$ cat src/rtl/lzx_153_rr_ctrl.sv
// Round-robin select/enable sequencer for a dual 4-to-1 mux (74HC153 style).
// Grants one index to one or both banks, waits SETTLE cycles, samples Y1/Y2, then holds for HOLD cycles.
//
// state  | meaning
// IDLE   | enables high, S parked, arbitrating the combined request
// SETTLE | grant driven, counting down before Y1/Y2 are sampled
// HOLD   | grant held after the sample, then released
module lzx_153_rr_ctrl #(
  parameter int unsigned SETTLE = 2,
  parameter int unsigned HOLD   = 4
) (
  input  logic       clk,
  input  logic       rst,
  input  logic [3:0] req1,
  input  logic [3:0] req2,
  output logic [1:0] S,
  output logic       E1_n,
  output logic       E2_n,
  input  logic       Y1,
  input  logic       Y2,
  output logic [3:0] gnt1,
  output logic [3:0] gnt2,
  output logic       smp_valid,
  output logic       smp_y1,
  output logic       smp_y2,
  output logic [1:0] smp_idx,
  output logic       busy
);

  typedef enum logic [1:0] {
    ST_IDLE   = 2'd0,
    ST_SETTLE = 2'd1,
    ST_HOLD   = 2'd2
  } state_t;

  localparam logic [7:0] SETTLE_M1 = 8'(SETTLE - 1);
  localparam logic [7:0] HOLD_M1   = 8'(HOLD - 1);

  state_t     state_q, state_d;
  logic [1:0] ptr_q, ptr_d;
  logic [7:0] cnt_q, cnt_d;
  logic [1:0] s_q, s_d;
  logic       e1_n_q, e1_n_d;
  logic       e2_n_q, e2_n_d;
  logic [3:0] gnt1_q, gnt1_d;
  logic [3:0] gnt2_q, gnt2_d;
  logic       smp_valid_q, smp_valid_d;
  logic       smp_y1_q, smp_y1_d;
  logic       smp_y2_q, smp_y2_d;
  logic [1:0] smp_idx_q, smp_idx_d;
  logic       busy_q, busy_d;

  logic [3:0] req_any;
  logic       arb_hit;
  logic [1:0] arb_idx;
  logic [1:0] arb_cand;

  // Scan offsets from farthest to nearest so the index closest to ptr wins.
  always_comb begin
    req_any  = req1 | req2;
    arb_hit  = 1'b0;
    arb_idx  = ptr_q;
    arb_cand = ptr_q;
    for (int k = 3; k >= 0; k--) begin
      arb_cand = ptr_q + 2'(k);
      if (req_any[arb_cand]) begin
        arb_hit = 1'b1;
        arb_idx = arb_cand;
      end
    end
  end

  always_comb begin
    state_d     = state_q;
    ptr_d       = ptr_q;
    cnt_d       = cnt_q;
    s_d         = s_q;
    e1_n_d      = e1_n_q;
    e2_n_d      = e2_n_q;
    gnt1_d      = gnt1_q;
    gnt2_d      = gnt2_q;
    smp_valid_d = 1'b0;
    smp_y1_d    = smp_y1_q;
    smp_y2_d    = smp_y2_q;
    smp_idx_d   = smp_idx_q;

    case (state_q)
      ST_IDLE: begin
        e1_n_d = 1'b1;
        e2_n_d = 1'b1;
        gnt1_d = 4'b0000;
        gnt2_d = 4'b0000;
        if (arb_hit) begin
          // Requests are snapshotted here; later drops do not revoke the grant.
          s_d     = arb_idx;
          e1_n_d  = ~req1[arb_idx];
          e2_n_d  = ~req2[arb_idx];
          gnt1_d  = {3'b000, req1[arb_idx]} << arb_idx;
          gnt2_d  = {3'b000, req2[arb_idx]} << arb_idx;
          cnt_d   = SETTLE_M1;
          state_d = ST_SETTLE;
        end
      end

      ST_SETTLE: begin
        if (cnt_q != 8'd0) begin
          cnt_d = cnt_q - 8'd1;
        end else begin
          smp_y1_d    = Y1 & ~e1_n_q;
          smp_y2_d    = Y2 & ~e2_n_q;
          smp_idx_d   = s_q;
          smp_valid_d = 1'b1;
          cnt_d       = HOLD_M1;
          state_d     = ST_HOLD;
        end
      end

      ST_HOLD: begin
        if (cnt_q != 8'd0) begin
          cnt_d = cnt_q - 8'd1;
        end else begin
          e1_n_d  = 1'b1;
          e2_n_d  = 1'b1;
          gnt1_d  = 4'b0000;
          gnt2_d  = 4'b0000;
          ptr_d   = s_q + 2'd1;
          state_d = ST_IDLE;
        end
      end

      default: begin
        e1_n_d  = 1'b1;
        e2_n_d  = 1'b1;
        gnt1_d  = 4'b0000;
        gnt2_d  = 4'b0000;
        state_d = ST_IDLE;
      end
    endcase

    busy_d = (state_d != ST_IDLE);
  end

  always_ff @(posedge clk) begin
    if (rst) begin
      state_q     <= ST_IDLE;
      ptr_q       <= 2'd0;
      cnt_q       <= 8'd0;
      s_q         <= 2'd0;
      e1_n_q      <= 1'b1;
      e2_n_q      <= 1'b1;
      gnt1_q      <= 4'b0000;
      gnt2_q      <= 4'b0000;
      smp_valid_q <= 1'b0;
      smp_y1_q    <= 1'b0;
      smp_y2_q    <= 1'b0;
      smp_idx_q   <= 2'd0;
      busy_q      <= 1'b0;
    end else begin
      state_q     <= state_d;
      ptr_q       <= ptr_d;
      cnt_q       <= cnt_d;
      s_q         <= s_d;
      e1_n_q      <= e1_n_d;
      e2_n_q      <= e2_n_d;
      gnt1_q      <= gnt1_d;
      gnt2_q      <= gnt2_d;
      smp_valid_q <= smp_valid_d;
      smp_y1_q    <= smp_y1_d;
      smp_y2_q    <= smp_y2_d;
      smp_idx_q   <= smp_idx_d;
      busy_q      <= busy_d;
    end
  end

  assign S         = s_q;
  assign E1_n      = e1_n_q;
  assign E2_n      = e2_n_q;
  assign gnt1      = gnt1_q;
  assign gnt2      = gnt2_q;
  assign smp_valid = smp_valid_q;
  assign smp_y1    = smp_y1_q;
  assign smp_y2    = smp_y2_q;
  assign smp_idx   = smp_idx_q;
  assign busy      = busy_q;

endmodule

$ cat config.mk
export PLATFORM = sky130hd
export DESIGN_NAME = lzx_153_rr_ctrl
export DESIGN_NICKNAME = d
export VERILOG_FILES = /design/src/rtl/lzx_153_rr_ctrl.sv
export SDC_FILE = /design/constraint.sdc
export NUM_CORES = 1
export LEC_CHECK = 0
export BUFFER_PORTS_ARGS = -buffer_cell sky130_fd_sc_hd__buf_2
export CAP_MARGIN = 30
export CORE_ASPECT_RATIO = 0.6
export CORE_MARGIN = 2
export CORE_UTILIZATION = 48
export CTS_CLUSTER_DIAMETER = 40
export CTS_CLUSTER_SIZE = 12
export DETAILED_ROUTE_END_ITERATION = 16
export PLACE_DENSITY = 0.74
export SYNTH_ARGS = -nofsm -noshare
export SYNTH_HDL_FRONTEND = slang
export SYNTH_SLANG_ARGS = --single-unit
$ cat constraint.sdc
create_clock -name clk -period 1.72 [get_ports clk]
set_input_delay 0.344 -clock clk [delete_from_list [all_inputs] [get_ports clk]]
set_output_delay 0.344 -clock clk [all_outputs]
set_load 0.01 [all_outputs]
# [Yosys cells after proc, flatten, opt, wreduce, memory -nomap -nowiden]
# Cells that the tools add are included.
[classes] add_sub_neg=5 order_cmp=5 n_eq_ne=5 n_shift=2 n_mux=39 bitwise=9 n_reduce_logical=10
[op_table] cell="8-bit 2-to-1 mux" count=3
[op_table] cell="4-bit one-hot mux with 3 select lines" count=2
[op_table] cell="8-bit one-hot mux with 3 select lines" count=1
[op_table] cell="2-bit by 3-bit less-than comparator with 1-bit output (second input constant)" count=5
[op_table] cell="1-bit 2-to-1 mux" count=14
[op_table] cell="2-bit 2-to-1 mux" count=7
[op_table] cell="1-bit binary-select mux with 2-bit select" count=6
[op_table] cell="4-bit 2-to-1 mux" count=3
[op_table] cell="2-bit AND reduction" count=4
[op_table] cell="8-bit nonzero test" count=1
[op_table] cell="1-bit by 2-bit << shifter with 4-bit output" count=2
[op_table] cell="8-bit by 1-bit subtractor with 8-bit output (second input constant)" count=1
[op_table] cell="2-bit inequality test (second input constant)" count=3
[op_table] cell="1-bit inverter" count=6
[op_table] cell="1-bit one-hot mux with 3 select lines" count=2
[op_table] cell="2-bit one-hot mux with 3 select lines" count=1
[op_table] cell="2-bit by 1-bit adder with 2-bit output (second input constant)" count=2
[op_table] cell="2-bit adder (second input constant)" count=2
[op_table] cell="4-bit bitwise OR" count=1
[op_table] cell="3-bit AND reduction" count=1
[op_table] cell="3-bit nonzero test" count=1
[op_table] cell="1-bit bitwise AND" count=2
[op_table] cell="2-bit by 1-bit == test with 1-bit output (second input constant)" count=1
[op_table] cell="2-bit == test (second input constant)" count=1
[op_table] cell="other kinds (3)" count=3
[totals] register_bits=30 input_bits=12 output_inout_bits=18 wordCells=88

# [Longest topological paths before layout]
[logic_depth] depth_word=12 mapped_depth=8 depth_no_buf=7

# [Worst setup path before layout]
# No wires, ideal clock.
[synth_path] kind="flip-flop to flip-flop" start="reg cnt_q[0]" end="reg e1_n_q, in the netlist E1_n" t_arrival_ps=1709 required_time_ps=1598 path_slack_ps=-110 path_stages_with_launch=7 period_less_slack_ps=1830 cell_sequence="dfxtp_1 > inv_1 > ha_1 > nor3b_2 > a31oi_2 > or3_4 > o32a_1"
[synth_via] elab_chain_len=3
[synth_lines] item="start: declaration" line_no="41" source="logic [7:0] cnt_q, cnt_d;"
[synth_lines] item="start signal: assignment" line_no="161" source="cnt_q <= cnt_d;"
[synth_lines] item="8-bit nonzero test" line_no="119" source="if (cnt_q != 8'd0) begin"
[synth_lines] item="2-bit inequality test (no source line)"
[synth_lines] item="2-bit AND reduction (no source line)"
[synth_lines] item="end signal: assignment" line_no="163" source="e1_n_q <= e1_n_d;"
[synth_lines] item="end: declaration" line_no="43" source="logic e1_n_q, e1_n_d;"
# Every way passes these cells.
# A chain may end at the register's enable or synchronous reset.

# [Worst setup path in the final report]
[layout_path] start="reg cnt_q[6]" end="reg e1_n_q, in the netlist E1_n"
# Same word-level chain as after synthesis.

==> flow_metrics.env <==
export IMPL_timing_final_hold_violations=0
export IMPL_start_kind="register"
export IMPL_grt_start_max_net_pins=18
export IMPL_synth_edf_count=0
export IMPL_drive_gt1_frac=0.4741
export IMPL_num_vias=1545
export IMPL_root_buffer="clkbuf_8"
export IMPL_synth_nets=174
export IMPL_grtUsageTotal=0.2275
export IMPL_final_cell_mix="42 x buf_4, 29 x buf_2, 26 x dfxtp_1"
export IMPL_routabilityCongestion=0.9381
export IMPL_start_util=0.5137
export IMPL_synthArstFlopShare=0
export IMPL_synth_top_cell_area_share=0.3993
export IMPL_cts_htree_levels=2
export IMPL_pre_cts_slack_ps=-221.7
export IMPL_rsz0062_at_grt="true"
export IMPL_max_slew_margin=0.7410
export IMPL_timing_final_crit_share=1.006
export IMPL_rr_endpoint="E1_n"
export IMPL_postCtsHoldBufs=0
export IMPL_drt_iter0_markers=102
export IMPL_status="complete, but fails checks"
export IMPL_path_max_fanout=4
export IMPL_grt_pass1_wl_mm=6.175
export IMPL_crit_family="simple AND/OR/NAND/NOR gates"
export IMPL_setup_viol=2
export IMPL_p_leak_nw=0.9761
export IMPL_grt_ovfl_total=0
export IMPL_cp_cell_sequence="nor4_4 > a31oi_2 > or3_4 > o32a_1"
export IMPL_min_from="req1[1]"
export IMPL_finalWirelength_mm=4.033
export IMPL_endpoint_kind="register"
export IMPL_synth_top_cell_by_area="dfxtp_1"
export IMPL_die_h_um=47.36
export IMPL_fin_skew_ps=6.882
export IMPL_slew_violations=0
export IMPL_fin_nets=249
export IMPL_cts_sinks=30
export IMPL_placed_cell_area_um2=2001
export IMPL_tightest_slew_ps=385.5
export IMPL_ys_types=44
export IMPL_ys_seq_area_frac=0.3993
export IMPL_antenna_found_initial=0
export IMPL_ys_top_cells_by_area="dfxtp_1 40%, nor2_1 6.2%, a32o_1 5.3%"
export IMPL_holdCritPathClass="in2reg"
export IMPL_reg2reg_depth=4
export IMPL_critPathBufInv=0
export IMPL_cts_tree="done"
export IMPL_clock_latency_ps=280
export IMPL_cts_buffer_depth=2
export IMPL_reg2reg_slack_ps=-10
export IMPL_syn_area_um2=1504
export IMPL_max_stage_delay_ps=440
export IMPL_clk_pin_slew_ps=70
export IMPL_syn_to_final_growth_pct=44.84
export IMPL_fin_area_um2=2178
export IMPL_avgViaCountPerCell=5.639
export IMPL_io_buffers=29
export IMPL_ys_flop_type="dfxtp_1"
export IMPL_r2r_start="cnt_q[6]"
export IMPL_ios=30
export IMPL_diodes=0
export IMPL_finish_utilization=0.7440
export IMPL_place_hpwl_mm=3.026
export IMPL_ys_warnings_count=0
export IMPL_cts_made_buffers=5
export IMPL_core_um2=2928
export IMPL_die_area_um2=3612
export IMPL_critPathRequiredTime_ps=1890
export IMPL_final_common_cell="buf_4"
export IMPL_drcViolationCount=0
export IMPL_fmax_mhz=578.2
export IMPL_ir_drop_mv=0.4458
export IMPL_dieWidth_um=76.27
export IMPL_worst_ep_arrival_time_ps=1900
export IMPL_synth_seq_cells=30
export IMPL_syn_area_per_cell_um2=9.641
export IMPL_hold_path_depth=2
export IMPL_setup_tns_final_ps=-11.53
export IMPL_wl_per_cell_um=14.72
export IMPL_ant_nets=0
export IMPL_hold_end="gnt1[1]"
export IMPL_violations="setup timing"
export IMPL_grt_pass1_vias=1313
export IMPL_max_cap_viol_count=0
export IMPL_min_period_ps=1730
export IMPL_power_per_cell_area_nw_per_um2=911.0
export IMPL_path_class="reg2reg"
export IMPL_rows=15
export IMPL_fin_ws_ps=-9.605
export IMPL_critPathSlowestCell="or3_4"
export IMPL_syn_inst=156
export IMPL_drt_first_pass_iters=4
export IMPL_hold_ws_ps=350.4
Yosys cell counts (2+ instances only):
| master | n |
|---|---|
| a21oi_1 | 8 |
| o32a_1 | 2 |
| inv_1 | 6 |
| o21bai_1 | 2 |
| nor2_2 | 2 |
| clkbuf_1 | 3 |
| nor2_1 | 25 |
| a221oi_1 | 3 |
| dfxtp_1 | 30 |
| nor4_4 | 2 |
| or2_2 | 2 |
| ha_1 | 6 |
| mux2i_1 | 6 |
| nor2b_1 | 2 |
| nor4_1 | 2 |
| a31oi_1 | 2 |
| a32o_1 | 8 |
| o21ai_0 | 3 |
| nand2_1 | 3 |
| nand3_1 | 3 |
| a211oi_1 | 2 |
| nor3b_1 | 3 |
| o22ai_1 | 2 |
| nand4_1 | 4 |
| xor2_1 | 6 |
layout make-up:
cell class              count  area [µm²]
multi-input cells         117       939.7
fillers                   203       749.5
flip-flops and latches     30       608.1
repair buffers             71       460.4
clock buffers               6       82.58
well taps                  42       52.55
inverters                   6       22.52
clock inverters             2       12.51
registers in the layout (all words and copies together) (netlist names):
name and count:
smp_idx 2, gnt2 4, state_q 2, gnt1 4, smp_y1 1, busy 1, ptr_q 2, S 2
smp_y2 1, E1_n 1, E2_n 1, cnt_q 8, smp_valid 1
power by group:
| group | switching [W] | internal, W |
|---|---|---|
| sequential | 0.0000411 | 0.000745 |
| clock | 0.000267 | 0.000321 |
| combinational | 0.000306 | 0.000305 |
timing repair:
item                                    in CTS  in global routing
pin swaps                                    3                  3
gates resized for setup                      9                  7
buffers inserted                             2                  2
endpoints found under the setup margin      17                 17
metrics by stage:
stage	power [W]	std cells
2_1_floorplan	0.001117	156
3_3_place_gp	0.001335	262
3_5_place_dp	0.001351	262
4_1_cts	0.001964	272
5_1_grt	0.002078	274
6_report	0.001984	274
worst max path at each step:
| stage | startpoint | to | slack [ps] | cells after the start |
|---|---|---|---|---|
| after floorplan | cnt_q[1] | E1_n | -10 | 6 |
| after detailed placement | req1[1] | E2_n | -220 | 6 |
| after CTS | state_q[1] | E1_n | 10 | 5 |
| final | cnt_q[6] | E1_n | -10 | 4 |
| after global routing | state_q[1] | busy | -40 | 8 |
| after global placement | req1[1] | E2_n | -170 | 6 |
metal layers:
metal / GRT usage / part of all wire
met2: 0.3628 / 0.43
met1: 0.3088 / 0.48
met4: 0.06545 / 0.0084
met3: 0.06731 / 0.073
met5: 0 / 0
logic make-up (layout without fill, tap and decap cells):
logic type                 Yosys count  count (layout)  synth area share
and+or+nand+nor                     56              56            0.2205
muxes                                6               6           0.03994
xor gates and xnor gates             7               7           0.04077
adders and majority gates            6               6           0.04992
DFF                                 30              30            0.3993
AOI/OAI and AO/OA                   42              42            0.2271
buffers and inverters                9              85           0.02246
(Power assumes the default switching activity.)
